==> src/rtl/mem_port_arbiter.sv <==
// -----------------------------------------------------------------------------
// mem_port_arbiter
//
// Shares one single-ported, byte-addressed RAM between instruction fetch (IF)
// and the MEM-stage load/store path. One transaction runs at a time. Each
// transaction holds the RAM for MEM_LATENCY cycles and then spends one DONE
// cycle with the owner's valid pulse high. The data side has priority. After
// STARVE_LIMIT consecutive data grants made while a fetch was waiting, the
// fetch wins the next grant.
//
// Ports
//   clk, reset               rising-edge clock, asynchronous active-low reset
//   if_req/if_addr           fetch request, held until if_valid
//   if_rdata/if_valid        registered fetch word and one-cycle completion pulse
//   if_stall                 if_req & ~if_valid
//   mem_req/we/size/addr/wdata
//                            data request, held until mem_valid
//                            (size: 00 byte, 01 half, 10 word)
//   mem_rdata/mem_valid      registered load data and one-cycle completion pulse
//   mem_stall                mem_req & ~mem_valid
//   ram_en/rw/size/addr/wdata
//                            RAM command, driven only from the grant latches
//                            and forced to zero while ram_en is low
//   ram_rdata                RAM read data, sampled on the last busy cycle
// -----------------------------------------------------------------------------
module mem_port_arbiter #(
  parameter int MEM_LATENCY  = 2,  // 1..7
  parameter int STARVE_LIMIT = 3   // 1..15
) (
  input  logic        clk,
  input  logic        reset,
  // instruction fetch
  input  logic        if_req,
  input  logic [8:0]  if_addr,
  output logic [31:0] if_rdata,
  output logic        if_valid,
  output logic        if_stall,
  // load/store
  input  logic        mem_req,
  input  logic        mem_we,
  input  logic [1:0]  mem_size,
  input  logic [8:0]  mem_addr,
  input  logic [31:0] mem_wdata,
  output logic [31:0] mem_rdata,
  output logic        mem_valid,
  output logic        mem_stall,
  // RAM port
  output logic        ram_en,
  output logic        ram_rw,
  output logic [1:0]  ram_size,
  output logic [8:0]  ram_addr,
  output logic [31:0] ram_wdata,
  input  logic [31:0] ram_rdata
);

  typedef enum logic [1:0] {
    S_IDLE,
    S_BUSY_IF,
    S_BUSY_MEM,
    S_DONE
  } state_t;

  localparam logic [2:0] LAT_LOAD   = 3'(MEM_LATENCY - 1);
  localparam logic [3:0] STARVE_MAX = 4'(STARVE_LIMIT);
  localparam logic [1:0] SIZE_WORD  = 2'b10;

  state_t      r_state;
  state_t      w_next_state;

  logic [2:0]  r_lat_cnt;     // busy cycles left after the current one
  logic [3:0]  r_starve_cnt;  // data grants issued while a fetch waited

  // Grant latches: the RAM port is driven only from these.
  logic        r_owner_if;
  logic        r_rw;
  logic [1:0]  r_size;
  logic [8:0]  r_addr;
  logic [31:0] r_wdata;

  logic [31:0] r_if_rdata;
  logic [31:0] r_mem_rdata;
  logic        r_if_valid;
  logic        r_mem_valid;

  logic        w_grant_if;
  logic        w_grant_mem;
  logic        w_busy;
  logic        w_last_busy;
  logic        w_starved;

  assign w_starved = (r_starve_cnt == STARVE_MAX);

  // ---------------------------------------------------------------------------
  // State register
  // ---------------------------------------------------------------------------
  // NOTE: sequential state is assigned with <= so every flop samples the
  // pre-edge value of its inputs, independent of block evaluation order.
  always_ff @(posedge clk or negedge reset) begin
    if (!reset) r_state <= S_IDLE;
    else        r_state <= w_next_state;
  end

  // ---------------------------------------------------------------------------
  // Next state, grant decision, busy decode
  // ---------------------------------------------------------------------------
  always_comb begin
    // NOTE: every signal written here gets a default first, so no path
    // through the case can leave one unassigned and infer a latch.
    w_next_state = r_state;
    w_grant_if   = 1'b0;
    w_grant_mem  = 1'b0;
    w_busy       = 1'b0;
    w_last_busy  = 1'b0;

    unique case (r_state)
      S_IDLE: begin
        // Data wins unless a waiting fetch has already been passed over
        // STARVE_LIMIT times in a row.
        if (mem_req && !(if_req && w_starved)) begin
          w_grant_mem  = 1'b1;
          w_next_state = S_BUSY_MEM;
        end else if (if_req) begin
          w_grant_if   = 1'b1;
          w_next_state = S_BUSY_IF;
        end
      end
      S_BUSY_IF, S_BUSY_MEM: begin
        w_busy = 1'b1;
        if (r_lat_cnt == 3'd0) begin
          w_last_busy  = 1'b1;
          w_next_state = S_DONE;
        end
      end
      // One hold-off cycle with valid high: the requester deasserts or
      // changes its request here before the next grant is evaluated.
      S_DONE:  w_next_state = S_IDLE;
      default: w_next_state = S_IDLE;
    endcase
  end

  // ---------------------------------------------------------------------------
  // Grant latches, counters, read-data return
  // ---------------------------------------------------------------------------
  // NOTE: the read-data and valid registers are reset because they are visible
  // outputs that must read 0 out of reset; the grant latches are reset too so
  // an aborted access leaves nothing behind.
  always_ff @(posedge clk or negedge reset) begin
    if (!reset) begin
      r_lat_cnt    <= '0;
      r_starve_cnt <= '0;
      r_owner_if   <= 1'b0;
      r_rw         <= 1'b0;
      r_size       <= '0;
      r_addr       <= '0;
      r_wdata      <= '0;
      r_if_rdata   <= '0;
      r_mem_rdata  <= '0;
      r_if_valid   <= 1'b0;
      r_mem_valid  <= 1'b0;
    end else begin
      if (w_grant_mem) begin
        r_owner_if <= 1'b0;
        r_rw       <= mem_we;
        r_size     <= mem_size;
        r_addr     <= mem_addr;
        r_wdata    <= mem_wdata;
        r_lat_cnt  <= LAT_LOAD;
      end else if (w_grant_if) begin
        r_owner_if <= 1'b1;
        r_rw       <= 1'b0;
        r_size     <= SIZE_WORD;
        r_addr     <= if_addr;
        r_wdata    <= '0;
        r_lat_cnt  <= LAT_LOAD;
      end else if (w_busy && !w_last_busy) begin
        r_lat_cnt <= r_lat_cnt - 3'd1;
      end

      // Count only data grants that actually made a fetch wait.
      if (w_grant_if) begin
        r_starve_cnt <= '0;
      end else if (w_grant_mem && if_req && !w_starved) begin
        r_starve_cnt <= r_starve_cnt + 4'd1;
      end

      r_if_valid  <= w_last_busy &  r_owner_if;
      r_mem_valid <= w_last_busy & ~r_owner_if;

      if (w_last_busy) begin
        if (r_owner_if) r_if_rdata  <= ram_rdata;
        else if (!r_rw) r_mem_rdata <= ram_rdata;  // stores keep old load data
      end
    end
  end

  // ---------------------------------------------------------------------------
  // Outputs
  // ---------------------------------------------------------------------------
  assign if_rdata  = r_if_rdata;
  assign if_valid  = r_if_valid;
  assign mem_rdata = r_mem_rdata;
  assign mem_valid = r_mem_valid;

  // Gated by reset so that every output reads 0 while reset is held, even
  // with requests asserted.
  assign if_stall  = reset & if_req  & ~r_if_valid;
  assign mem_stall = reset & mem_req & ~r_mem_valid;

  assign ram_en    = w_busy;
  assign ram_rw    = w_busy & r_rw;
  assign ram_size  = w_busy ? r_size  : 2'b00;
  assign ram_addr  = w_busy ? r_addr  : 9'd0;
  assign ram_wdata = w_busy ? r_wdata : 32'd0;

endmodule

==> config.mk <==
export PLATFORM = sky130hd
export DESIGN_NAME = mem_port_arbiter
export DESIGN_NICKNAME = d
export VERILOG_FILES = /design/src/rtl/mem_port_arbiter.sv
export SDC_FILE = /design/constraint.sdc
export NUM_CORES = 1
export LEC_CHECK = 0
export ABC_AREA = 1
export ABC_CLOCK_PERIOD_IN_PS = 1800
export CORE_ASPECT_RATIO = 1.1
export CORE_MARGIN = 1
export CORE_UTILIZATION = 39
export CTS_CLUSTER_DIAMETER = 150
export DETAILED_ROUTE_END_ITERATION = 8
export DONT_BUFFER_PORTS = 1
export GPL_TIMING_DRIVEN = 0
export PLACE_DENSITY = 0.64
export SYNTH_ARGS = -nofsm -noshare
export SYNTH_HDL_FRONTEND = slang
export SYNTH_SLANG_ARGS = --single-unit
==> constraint.sdc <==
create_clock -name clk -period 1.8 [get_ports clk]
set_clock_uncertainty 0.05 [all_clocks]
set_input_delay 0 -clock clk [delete_from_list [all_inputs] [get_ports clk]]
set_output_delay 0 -clock clk [all_outputs]
set_load 0.02 [all_outputs]
==> out/metrics.yaml, run 1 <==
finish:
  fin_cells: 920
  drive_gt1_share_pct: 13.6
  final_area_sq_mm: 0.00702
  final_cell_mix: "183 x nand2_1, 120 x dfrtp_1, 110 x inv_1"
  num_antenna_cells: 0
  nFillCells: 1169
  final_common_cell: "nand2_1"
  nNetsFinal: 840
  area_growth_pct: 33.8
pwr:
  peakVddDrop_mv: 1.00
  p_leak_nw: 3.83
  powerDensity_mw_per_mm2: 1990
floorplanning:
  start_util_pct: 39.9
  num_io_pins: 202
  die_area_sq_mm: 0.0139
  fp.dieH_um: 124
  coreArea_sq_mm: 0.0132
  die_x_um: 113
  rows: 44
routing:
  drc: 0
  ant_nets: 0
  routed_wl_um: 14000
  wl_per_cell_um: 15.2
  dr.first_iter.drc_count: 236
  firstDrtPassIters: 5
  vias_per_cell: 4.93
  vias: 4534
clock_network:
  root_buffer: "clkbuf_16"
  cts_tree: "yes"
  clk_path_buf_depth: 2
  clk_latency_ns: 0.40
  clkSinkCount: 120
  hold_buffers: 88
  cts_made_buffers: 17
  path_clk_slew_ns: 0.05
  htree_levels: 4
yosys:
  synth_nets: 731
  ys_async_sr_fraction_pct: 100
  synth_cell_types: 26
  synth_ff_type: "dfrtp_1"
  synth_seq_area_share_pct: 57.3
  synth_area_per_cell_sq_um: 8.22
  syn_inst: 638
  synth.cell_area_sq_mm: 0.00525
  ys_warn_count: 0
  synth_edf_count: 0
  synth_seq_cells: 120
place:
  dpl_worst_slack_ns: -0.182
  placed_cell_area_sq_mm: 0.00545
  place_inst: 799
  hpwlAfterDp_um: 8960
  gp_congestion: 0.743
  port_buffers: 0
global_routing:
  global_route.usage.met2_pct: 35.0
  use_met1_pct: 23.3
  grt_overflow: 0
  grt_pass1_wl_um: 22000
  track_usage_pct: 20.6
  grt.busiest_layer: "met2"
  grt_pass1_vias: 4497
  grt_max_degree: 122
  grt_use_met3_pct: 7.98
  antenna_found_initial: 0
worst_setup_path:
  worst-endpoint-arrival_ns: 1.68
  critPathTopFamily: "buffers and inverters"
  cp_max_fo: 10
  max_stage_delay_ns: 0.34
  end_kind: "primary output"
  worst_path_max_delay_cell: "dfrtp_1"
  worstPathRequired_ns: 1.75
  worstSetupPathType: "flop to primary output"
  startpoint_type: "flop"
  path_cells: "inv_1 -> ha_4 -> buf_8 -> buf_4 -> nand2_1 -> inv_2"
  critPathBufInv: 4
status:
  violations: "hold timing"
  outcome: "complete, but fails checks"
sta:
  finalCritPeriodShare_pct: 95.9
  drv_slew: 0
  max_freq_mhz: 579
  min_period_ns: 1.73
  slew_headroom_pct: 58.1
  finalSetupViolations: 0
  rsz0062_at_grt: "false"
  tightest_slew_ns: 0.624
  worst_slack_ns: 0.0732
  final_hold_viol_count: 120
  whs_ns: -0.761
run:
  cap_violations: 0
min_path:
  hp-class: "input port to asynchronous set/reset pin"
cells by family after synthesis:
family,after synthesis,share of synthesized area (%)
and+or+nand+nor,222,17.3
buffers and inverters,179,13.5
DFF,120,57.3
AOI/OAI and AO/OA,113,11.0
adders and majority gates,4,0.954
layout make-up:
class                      instances  area, sq um  area share (%)
clock inverter                     9          149            2.12
timing repair buffer              91          903            12.9
multi-input combinational        339         1560            22.2
tap                              161          201            2.87
inverter                         148          556            7.92
buffer                            30          195            2.78
sequential                       120         3000            42.8
clock buffer                      22          454            6.47
what timing repair did:
item                       4_1_cts  5_1_grt
setup endpoints to repair       78      114
hold endpoints to repair       235      120
gates resized for setup         18       43
setup buffers                    0        3
pin swaps                        0        2
metal layers:
| layer | share of wire [%] | vias to the layer above |
|---|---|---|
| met5 | 0 | - |
| met4 | 1.4 | 0 |
| met3 | 7.9 | 19 |
| met2 | 50 | 229 |
| met1 | 40 | 2143 |
| li1 | - | 2143 |
report_power, final:
group / total [W] / internal, W / switching [W]
logic: 0.00470 / 0.00160 / 0.00310
registers: 0.00578 / 0.00397 / 0.00181
clock network: 0.00349 / 0.00234 / 0.00116
sequential cells by signal, indices dropped and copies added, names as in the netlist:
name and flops:
mem_valid 1, r_wdata 32, r_lat_cnt 3, if_rdata 32, r_addr 9, r_owner_if 1, mem_rdata 32, r_rw 1
r_size 2, if_valid 1, r_state 2, r_starve_cnt 4
cells in the mapped netlist (4+ instances only):
cell type	n	share of area, %
inv_1	146	10
nor2_1	7	0.50
nand2_1	183	13
buf_1	4	0.29
ha_1	4	0.95
o21ai_1	62	5.9
buf_2	20	1.9
nand3_1	15	1.4
o21ai_0	43	4.1
dfrtp_1	120	57
nand4_1	10	1.2
worst paths after layout:
kind,from,endpoint,slack [ns],depth (start not counted)
worst max-delay path,r_state[1],ram_wdata[3],0.07,6
worst min-delay path,reset,r_wdata[16],-0.76,0
worst max register to register,r_state[1],mem_rdata[6],0.14,8
worst min register to register,r_addr[3],r_addr[3],0.43,2
max in group asynchronous,reset,mem_rdata[14],2.31,0
min in group clk,if_req,r_addr[8],0.03,5
per-stage QoR:
| stage | total power (W) | util, % | TNS (ns) | hold slack, ns |
|---|---|---|---|---|
| detailed placement | 0.00989 | 41.4 | -7.20 | -0.343 |
| CTS | 0.0138 | 53.0 | 0 | -0.787 |
| global route | 0.0149 | 53.3 | 0 | -0.796 |
| floorplan | 0.00884 | - | 0 | -0.346 |
| finish | 0.0140 | 53.3 | 0 | -0.761 |
| global placement | 0.00973 | 41.4 | -5.78 | -0.343 |
No activity file was read; power rests on OpenSTA's default activity.
==> run 2, diff against run 1 <==
--- a/config.mk
+++ b/config.mk
@@ -10,6 +10,7 @@
 export CORE_ASPECT_RATIO = 1.1
 export CORE_MARGIN = 1
 export CORE_UTILIZATION = 39
+export CTS_BUF_LIST = sky130_fd_sc_hd__clkbuf_16
 export CTS_CLUSTER_DIAMETER = 150
 export DETAILED_ROUTE_END_ITERATION = 8
 export DONT_BUFFER_PORTS = 1
==> out/metrics.yaml, run 2 (same netlist as run 1, synthesis figures left out) <==
routing:
  firstDrtPassIters: 5
  dr.first_iter.drc_count: 223
  ant_nets: 0
  vias: 4542
  drc: 0
  wl_per_cell_um: 15.2
  vias_per_cell: 4.94
  routed_wl_um: 14000
global_routing:
  antenna_found_initial: 0
  grt_pass1_vias: 4497
  grt_pass1_wl_um: 22000
  grt_overflow: 0
  track_usage_pct: 20.6
  grt_max_degree: 122
clock_network:
  cts_tree: "yes"
  clk_path_buf_depth: 2
  clkSinkCount: 120
  clk_latency_ns: 0.40
  htree_levels: 4
  cts_made_buffers: 17
  path_clk_slew_ns: 0.05
  root_buffer: "clkbuf_16"
  hold_buffers: 88
status:
  outcome: "complete, but fails checks"
  violations: "hold timing"
place:
  placed_cell_area_sq_mm: 0.00545
  hpwlAfterDp_um: 8960
  dpl_worst_slack_ns: -0.182
  gp_congestion: 0.743
  place_inst: 799
  port_buffers: 0
pwr:
  powerDensity_mw_per_mm2: 1980
  peakVddDrop_mv: 0.990
  p_leak_nw: 3.84
  p_total_w: 0.0139
finish:
  nNetsFinal: 840
  fin_cells: 920
  final_cell_mix: "183 x nand2_1, 120 x dfrtp_1, 114 x inv_1"
  drive_gt1_share_pct: 13.4
  final_area_sq_mm: 0.00701
  final_common_cell: "nand2_1"
  area_growth_pct: 33.6
  num_antenna_cells: 0
worst_setup_path:
  worstSetupPathType: "flop to primary output"
  worst-endpoint-arrival_ns: 1.68
  rr_worst_depth: 8
  startpoint_type: "flop"
  end_kind: "primary output"
  r2r-start: "r_state[1]"
  worstPathRequired_ns: 1.75
  cp_max_fo: 10
  crit_path_start: "r_state[1]"
sta:
  slew_headroom_pct: 58.1
  finalCritPeriodShare_pct: 95.8
  min_period_ns: 1.73
  rsz0062_at_grt: "false"
  worst_slack_ns: 0.0747
  drv_slew: 0
  whs_ns: -0.760
  tightest_slew_ns: 0.624
  max_freq_mhz: 580
  tns_ns: 0
  finalSetupViolations: 0
  final_hold_viol_count: 120
floorplanning:
  die_area_sq_mm: 0.0139
  start_util_pct: 39.9
  rows: 44
  num_io_pins: 202
  die_x_um: 113
  fp.dieH_um: 124
  coreArea_sq_mm: 0.0132
run:
  cap_violations: 0
min_path:
  hp-class: "input port to asynchronous set/reset pin"
==> run 2: cell count changes in the layout (fill, tap and decap cells not counted), sizes merged <==
cell    change
clkbuf      -5
inv         +4
clkinv      +1
==> run 2: path summary, 6_finish.rpt <==
path                                end  slack [ns]
setup / recovery           ram_wdata[3]        0.07
hold / removal              r_wdata[16]       -0.76
setup reg to reg           mem_rdata[7]        0.14
hold reg to reg               r_addr[3]        0.43
max in group asynchronous  if_rdata[25]        2.31
min in group clk              r_addr[8]        0.04
==> run 2: final cells by class <==
cell class / instances / area [sq um]
tap: 161 / 201
fill: 1170 / 6150
inverter: 148 / 556
sequential: 120 / 3000
multi-input combinational: 339 / 1560
clock inverter: 14 / 168
clock buffer: 17 / 425
buffer: 30 / 195
timing repair buffer: 91 / 903
==> run 2: timing repair <==
action                     in CTS  in global routing
pin swaps                       0                  2
gates resized for setup        18                 43
setup endpoints to repair      78                114
hold endpoints to repair      235                120
buffers inserted                0                  3
==> run 2: per-stage QoR <==
stage / hold slack (ns) / utilization (%)
2_1_floorplan: -0.346 / -
3_3_place_gp: -0.343 / 41.4
3_5_place_dp: -0.343 / 41.4
4_1_cts: -0.787 / 52.9
5_1_grt: -0.796 / 53.3
6_report: -0.760 / 53.3
==> run 2: metal layers <==
layer  wire (um)  part of all wire (%)  up-vias  global-route usage (%)
li1            -                     -     2144                       -
met1        5650                    40     2160                    23.3
met2        7060                    51      219                    35.0
met3        1090                   7.8       19                    7.98
met4         175                   1.3        0                    8.75
met5           0                     0        -                       0
==> run 2: critical path: stages (launching register included) <==
cell and delay [ns]:
dfrtp_1 0.34, inv_1 0.07, ha_4 0.33, buf_8 0.15
buf_4 0.17, nand2_1 0.09, inv_2 0.11
==> run 2: power breakdown <==
group	switching [W]	internal, W	total [W]	leakage [nW]
logic	0.00310	0.00160	0.00470	2.06
registers	0.00181	0.00397	0.00578	1.48
clock network	0.00115	0.00227	0.00342	0.309
